===== config.mk =====
export PLATFORM = sky130hd
export DESIGN_NAME = gat_feat_readback
export DESIGN_NICKNAME = d
export VERILOG_FILES = /design/src/rtl/gat_feat_readback.sv
export SDC_FILE = /design/constraint.sdc
export NUM_CORES = 1
export LEC_CHECK = 0
export CAP_MARGIN = 10
export CORE_ASPECT_RATIO = 0.8
export CORE_MARGIN = 5
export CORE_UTILIZATION = 35
export DETAILED_ROUTE_END_ITERATION = 10
export SLEW_MARGIN = 0
export SYNTH_ARGS = -nofsm -noshare
export SYNTH_HDL_FRONTEND = slang
export SYNTH_SLANG_ARGS = --single-unit

===== constraint.sdc =====
create_clock -name clk -period 5.9 [get_ports clk]
set_input_delay 0.885 -clock clk [delete_from_list [all_inputs] [get_ports clk]]
set_output_delay 0.885 -clock clk [all_outputs]
set_load 0.03 [all_outputs]

===== src/rtl/gat_feat_readback.sv =====
// Streams the final GAT feature words from feature BRAM port B out as AXI-Stream beats.
// Optional FEAT_RD_PACK_EN packs four 8-bit features per beat instead of sign-extending one.
module gat_feat_readback #(
  parameter int DATA_WIDTH         = 8,
  parameter int NUM_SUBGRAPHS      = 2708,
  parameter int NUM_FEATURE_OUT    = 16,
  parameter int NEW_FEATURE_DEPTH  = NUM_SUBGRAPHS * NUM_FEATURE_OUT,
  parameter int NEW_FEATURE_ADDR_W = $clog2(NEW_FEATURE_DEPTH),
  parameter int BRAM_RD_LATENCY    = 2,
  parameter int FIFO_DEPTH         = BRAM_RD_LATENCY + 2
) (
  input  logic                          clk,
  input  logic                          rst_n,
  input  logic                          rd_start,
  input  logic                          gat_ready,
  output logic [NEW_FEATURE_ADDR_W+1:0] feat_bram_addrb,
  input  logic [31:0]                   feat_bram_dout,
  output logic [31:0]                   m_axis_tdata,
  output logic                          m_axis_tvalid,
  input  logic                          m_axis_tready,
  output logic                          m_axis_tlast,
  output logic                          busy,
  output logic                          done
);

  localparam int CNT_W = $clog2(FIFO_DEPTH + 1);
  localparam int PTR_W = (FIFO_DEPTH > 1) ? $clog2(FIFO_DEPTH) : 1;
  localparam int LAT   = BRAM_RD_LATENCY;
  localparam logic [NEW_FEATURE_ADDR_W-1:0] LAST_IDX   = NEW_FEATURE_ADDR_W'(NEW_FEATURE_DEPTH - 1);
  localparam logic [CNT_W:0]                CREDIT_MAX = (CNT_W + 1)'(FIFO_DEPTH);
  localparam logic [PTR_W-1:0]              LAST_PTR   = PTR_W'(FIFO_DEPTH - 1);

  typedef enum logic [2:0] {S_IDLE, S_WAIT_RDY, S_READ, S_DRAIN, S_DONE} state_t;

  state_t                        state_q, state_d;
  logic [NEW_FEATURE_ADDR_W-1:0] addr_idx_q, addr_idx_d;
  logic [CNT_W-1:0]              fifo_cnt_q, fifo_cnt_d, inflight_q, inflight_d;
  logic [PTR_W-1:0]              wr_ptr_q, wr_ptr_d, rd_ptr_q, rd_ptr_d;
  logic [LAT-1:0]                pipe_vld_q, pipe_vld_d, pipe_last_q, pipe_last_d;
  logic [32:0]                   fifo_mem_q [FIFO_DEPTH];
  logic [32:0]                   push_word;
  logic                          issue, issue_last, is_last_addr, credit_ok;
  logic                          inflight_inc, push, pop;
  logic                          unused_dout_bits;

  function automatic logic [PTR_W-1:0] ptr_inc(input logic [PTR_W-1:0] p);
    return (p == LAST_PTR) ? '0 : p + 1'b1;
  endfunction

  assign unused_dout_bits = ^feat_bram_dout[31:DATA_WIDTH];
  assign is_last_addr     = (addr_idx_q == LAST_IDX);
  // Credit covers both queued entries and reads whose data is still in the BRAM pipe.
  assign credit_ok        = ({1'b0, fifo_cnt_q} + {1'b0, inflight_q}) < CREDIT_MAX;
  assign issue_last       = issue && is_last_addr;

`ifdef FEAT_RD_PACK_EN
  logic [1:0]  issue_lane_q, issue_lane_d, pack_lane_q, pack_lane_d;
  logic [31:0] pack_data_q, pack_data_d, lane_word;

  // Only the first word of a group needs a credit; the group's beat is reserved then.
  assign issue        = (state_q == S_READ) && ((issue_lane_q != 2'd0) || credit_ok);
  assign inflight_inc = issue && (issue_lane_q == 2'd0);

  always_comb begin
    issue_lane_d = issue_lane_q;
    if (issue) issue_lane_d = issue_last ? 2'd0 : issue_lane_q + 2'd1;
    lane_word   = pack_data_q | ({24'd0, feat_bram_dout[7:0]} << {pack_lane_q, 3'b000});
    push        = pipe_vld_q[LAT-1] && ((pack_lane_q == 2'd3) || pipe_last_q[LAT-1]);
    push_word   = {pipe_last_q[LAT-1], lane_word};
    pack_data_d = pack_data_q;
    pack_lane_d = pack_lane_q;
    if (pipe_vld_q[LAT-1]) begin
      pack_data_d = push ? 32'd0 : lane_word;
      pack_lane_d = push ? 2'd0 : pack_lane_q + 2'd1;
    end
  end

  always_ff @(posedge clk) begin
    if (!rst_n) begin
      issue_lane_q <= 2'd0;
      pack_lane_q  <= 2'd0;
      pack_data_q  <= 32'd0;
    end else begin
      issue_lane_q <= issue_lane_d;
      pack_lane_q  <= pack_lane_d;
      pack_data_q  <= pack_data_d;
    end
  end
`else
  assign issue        = (state_q == S_READ) && credit_ok;
  assign inflight_inc = issue;
  assign push         = pipe_vld_q[LAT-1];
  assign push_word    = {pipe_last_q[LAT-1],
                         {(32-DATA_WIDTH){feat_bram_dout[DATA_WIDTH-1]}},
                         feat_bram_dout[DATA_WIDTH-1:0]};
`endif

  genvar gi;
  generate
    for (gi = 0; gi < LAT; gi++) begin : g_pipe
      if (gi == 0) begin : g_head
        assign pipe_vld_d[gi]  = issue;
        assign pipe_last_d[gi] = issue_last;
      end else begin : g_tail
        assign pipe_vld_d[gi]  = pipe_vld_q[gi-1];
        assign pipe_last_d[gi] = pipe_last_q[gi-1];
      end
    end
  endgenerate

  assign m_axis_tvalid   = (fifo_cnt_q != '0);
  assign pop             = m_axis_tvalid && m_axis_tready;
  assign m_axis_tdata    = m_axis_tvalid ? fifo_mem_q[rd_ptr_q][31:0] : 32'd0;
  assign m_axis_tlast    = m_axis_tvalid && fifo_mem_q[rd_ptr_q][32];
  assign feat_bram_addrb = {addr_idx_q, 2'b00};

  always_comb begin
    wr_ptr_d   = push ? ptr_inc(wr_ptr_q) : wr_ptr_q;
    rd_ptr_d   = pop  ? ptr_inc(rd_ptr_q) : rd_ptr_q;
    fifo_cnt_d = fifo_cnt_q;
    if (push && !pop)      fifo_cnt_d = fifo_cnt_q + 1'b1;
    else if (!push && pop) fifo_cnt_d = fifo_cnt_q - 1'b1;
    inflight_d = inflight_q;
    if (inflight_inc && !push)      inflight_d = inflight_q + 1'b1;
    else if (!inflight_inc && push) inflight_d = inflight_q - 1'b1;
    addr_idx_d = addr_idx_q;
    if ((state_q == S_IDLE) && rd_start) addr_idx_d = '0;
    else if (issue && !is_last_addr)     addr_idx_d = addr_idx_q + 1'b1;
  end

  always_ff @(posedge clk) begin
    if (!rst_n) begin
      state_q     <= S_IDLE;
      addr_idx_q  <= '0;
      fifo_cnt_q  <= '0;
      inflight_q  <= '0;
      wr_ptr_q    <= '0;
      rd_ptr_q    <= '0;
      pipe_vld_q  <= '0;
      pipe_last_q <= '0;
    end else begin
      state_q     <= state_d;
      addr_idx_q  <= addr_idx_d;
      fifo_cnt_q  <= fifo_cnt_d;
      inflight_q  <= inflight_d;
      wr_ptr_q    <= wr_ptr_d;
      rd_ptr_q    <= rd_ptr_d;
      pipe_vld_q  <= pipe_vld_d;
      pipe_last_q <= pipe_last_d;
    end
  end

  always_ff @(posedge clk) begin
    if (push) fifo_mem_q[wr_ptr_q] <= push_word;
  end

  // Drain exit looks at next-cycle occupancy so done lands right after the last handshake.
  always_comb begin
    state_d = state_q;
    case (state_q)
      S_IDLE:     if (rd_start) state_d = gat_ready ? S_READ : S_WAIT_RDY;
      S_WAIT_RDY: if (gat_ready) state_d = S_READ;
      S_READ:     if (issue_last) state_d = S_DRAIN;
      S_DRAIN:    if ((fifo_cnt_d == '0) && (inflight_d == '0)) state_d = S_DONE;
      S_DONE:     state_d = S_IDLE;
      default:    state_d = S_IDLE;
    endcase
  end

  always_comb begin
    busy = (state_q == S_WAIT_RDY) || (state_q == S_READ) || (state_q == S_DRAIN);
    done = (state_q == S_DONE);
  end

endmodule


==> impl_metrics.yaml <==
clock_network:
  cts_tree: "yes"
  cts_root_buf: "clkbuf_16"
  cts_buffer_depth: 2
  numCtsBuffers: 9
  cts-htree-levels: 3
  worst_setup_hold_path_clk_slew_ns: 0.06
  clock-sinks: 71
  cts_setup_buffers: 0
  cts-resized-gates: 0
  clock_latency_ns: 0.33
  hold_buffers: 0
logic_synthesis:
  synth_ff_type: "edfxtp_1"
  synth-edff-count: 36
  yosysSeqAreaShare_pct: 50.9
  syn_inst: 298
  synth-xor-area-share_pct: 4.01
  synth_cell_types: 55
  yosysMostFrequentCell: "edfxtp_1"
  ys_top_cells_by_count: "edfxtp_1, dfxtp_1, buf_4, and2_1, nor2_1"
  synth_async_sr_flop_share_pct: 0
  synth_top_area_share_pct: 30.9
  synth.avg_cell_area_um2: 11.7
  synth_top_area_cell: "edfxtp_1"
  synth-compound-area-share_pct: 7.94
  synthTopCellsByArea: "edfxtp_1, dfxtp_1, mux4_2, buf_4, ha_1"
  synth.cell_area_um2: 3500
  synthSimpleGateAreaFrac_pct: 17.4
  ys_warn_count: 0
  ys_ff_latch: 71
  synth_top_family_by_area: "simple AND/OR/NAND/NOR gates"
  muxShareOfSynthArea_pct: 6.65
  synth_fa_ha_area_share_pct: 4.65
grt:
  grt_pass1_vias: 2213
  grt_max_degree: 26
  grt_overflow: 0
  grt_util_all_layers_pct: 11.8
  antenna_found_initial: 0
  grt_first_pass_wirelength_um: 11300
setup_path:
  end_kind: "output pin"
  arrival_ns: 2.79
  crit_fanout: 25
  reg2reg_from: "pipe_vld_q[1]"
  path_class: "register to output pin"
  r2r_slack_ns: 3.49
  worstSetupStartpointType: "register"
  critPathRequiredTime_ns: 5.02
floorplanning:
  die_h_um: 99.4
  initial_utilization_pct: 36.1
  num_rows: 32
  die_area_um2: 12100
  coreArea_um2: 9690
  ios: 91
  die_x_um: 122
timing:
  skew_ns: 0.00912
  slew_violations: 0
  tightest_slew_ns: 0.805
  final-setup-viol-count: 0
  hold_viol_final: 0
  timing.setup.tns_ns: 0
  fin_crit_ns: 3.68
  maxSlewHeadroom_pct: 46.3
  rsz0062_at_grt: "false"
  period_share_pct: 62.4
  fmax_ghz: 0.272
min_path:
  hold_start: "pipe_vld_q[0]"
  holdCritPathClass: "register to register"
routing:
  vias: 2271
  antenna_left: 0
  drt-initial-drc-count: 121
  firstDrtPassIters: 4
  drc_errors: 0
  wl_um: 6840
  wire_per_inst_um: 14.2
  avgViaCountPerCell: 4.72
final_layout:
  design_area_um2: 4400
  drive_above_1_share_pct: 10.7
  nets: 390
  diodes: 0
  fin_util_pct: 45.4
  syn2layout_area_growth_pct: 25.8
placement:
  gp_congestion: 0.753
  placed_area_um2: 4080
  port_buffers: 64
  dpl.hpwl_um: 4800
job:
  cap_violations: 0
power:
  p_per_area_nw_per_um2: 446
  ir_worst_vdd_uv: 204
  p_leak_nw: 1.53
outcome:
  status: "finished clean"
final cells by class:
type / count / area [um^2]
timing repair buffer: 65 / 648
multi-input combinational: 181 / 1440
tap: 136 / 170
clock buffer: 9 / 225
inverter: 12 / 45.0
clock inverter: 7 / 95.1
fill: 894 / 5290
sequential: 71 / 1780
state kept, by name (all words and copies together), names as in the netlist, named ones only:
register and flops:
addr_idx_q 16, fifo_cnt_q 3, fifo_mem_q 36, inflight_q 3
pipe_last_q 2, pipe_vld_q 2, rd_ptr_q 2, state_q 3
wr_ptr_q 2
worst max-delay path: stages (launching register included):
cell             delay [ns]
dfxtp_1                0.75
mux4_2                 0.34
and2_1                 0.57
clkdlybuf4s50_1        0.82
placed cells by master, fill, tap and decap left out, types with 2 or more instances in the layout:
cell and n:
nor2b_1 4, nor2_1 18, o211ai_1 4, a21boi_0 2, inv_6 2, a21oi_1 9, xor2_1 5, clkdlybuf4s50_1 64
edfxtp_1 36, and4_1 3, a311oi_1 3, dfxtp_1 35, mux2i_1 3, ha_1 13, and4b_1 2, or3_1 3
and2b_1 2, o211a_1 2, o21ai_0 7, nor3_1 7, conb_1 2, mux4_2 9, nand2_1 13, inv_1 12
bufinv_16 2, nand3_1 7, nand4_1 4, nand2b_1 2, and2_1 20, xnor2_1 11, clkbuf_16 9, and3_1 4
cell families (layout without fill, tap and decap cells):
group / count (synthesis) / count (layout)
DFF: 71 / 71
xor gates and xnor gates: 16 / 16
adders and majority gates: 13 / 13
AOI/OAI and AO/OA: 38 / 38
buffers and inverters: 47 / 93
and+or+nand+nor: 100 / 100
other: 1 / 2
muxes: 12 / 12
where the power goes:
| part | leakage (nW) | switching, W | internal, W |
|---|---|---|---|
| logic | 0.759 | 0.000468 | 0.000337 |
| registers | 0.611 | 0.0000429 | 0.000542 |
| clock network | 0.158 | 0.000201 | 0.000371 |
stage by stage:
stage | std cells | hold WS [ns] | setup WS (ns) | total power (W)
2_1_floorplan | 299 | 0.412 | 2.73 | 0.00122
3_3_place_gp | 465 | 0.416 | 2.61 | 0.00140
3_5_place_dp | 465 | 0.418 | 2.50 | 0.00141
4_1_cts | 481 | 0.430 | 2.14 | 0.00199
5_1_grt | 481 | 0.449 | 1.92 | 0.00207
6_report | 481 | 0.430 | 2.22 | 0.00196
layer usage:
metal	track usage [%]	vias to the layer above	routed length, um
met3	4.38	4	344
met5	0	-	0
met1	15.5	1078	3250
met2	18.4	51	3200
li1	-	1138	-
met4	3.19	0	44
worst paths after layout:
kind / to / cells past startpoint
worst min register to register: pipe_vld_q[1] / 1
worst max register to register: state_q[2] / 5
worst max-delay path: m_axis_tdata[26] / 3
worst min-delay path: pipe_vld_q[1] / 1
Power figures use the tool's default switching activity.
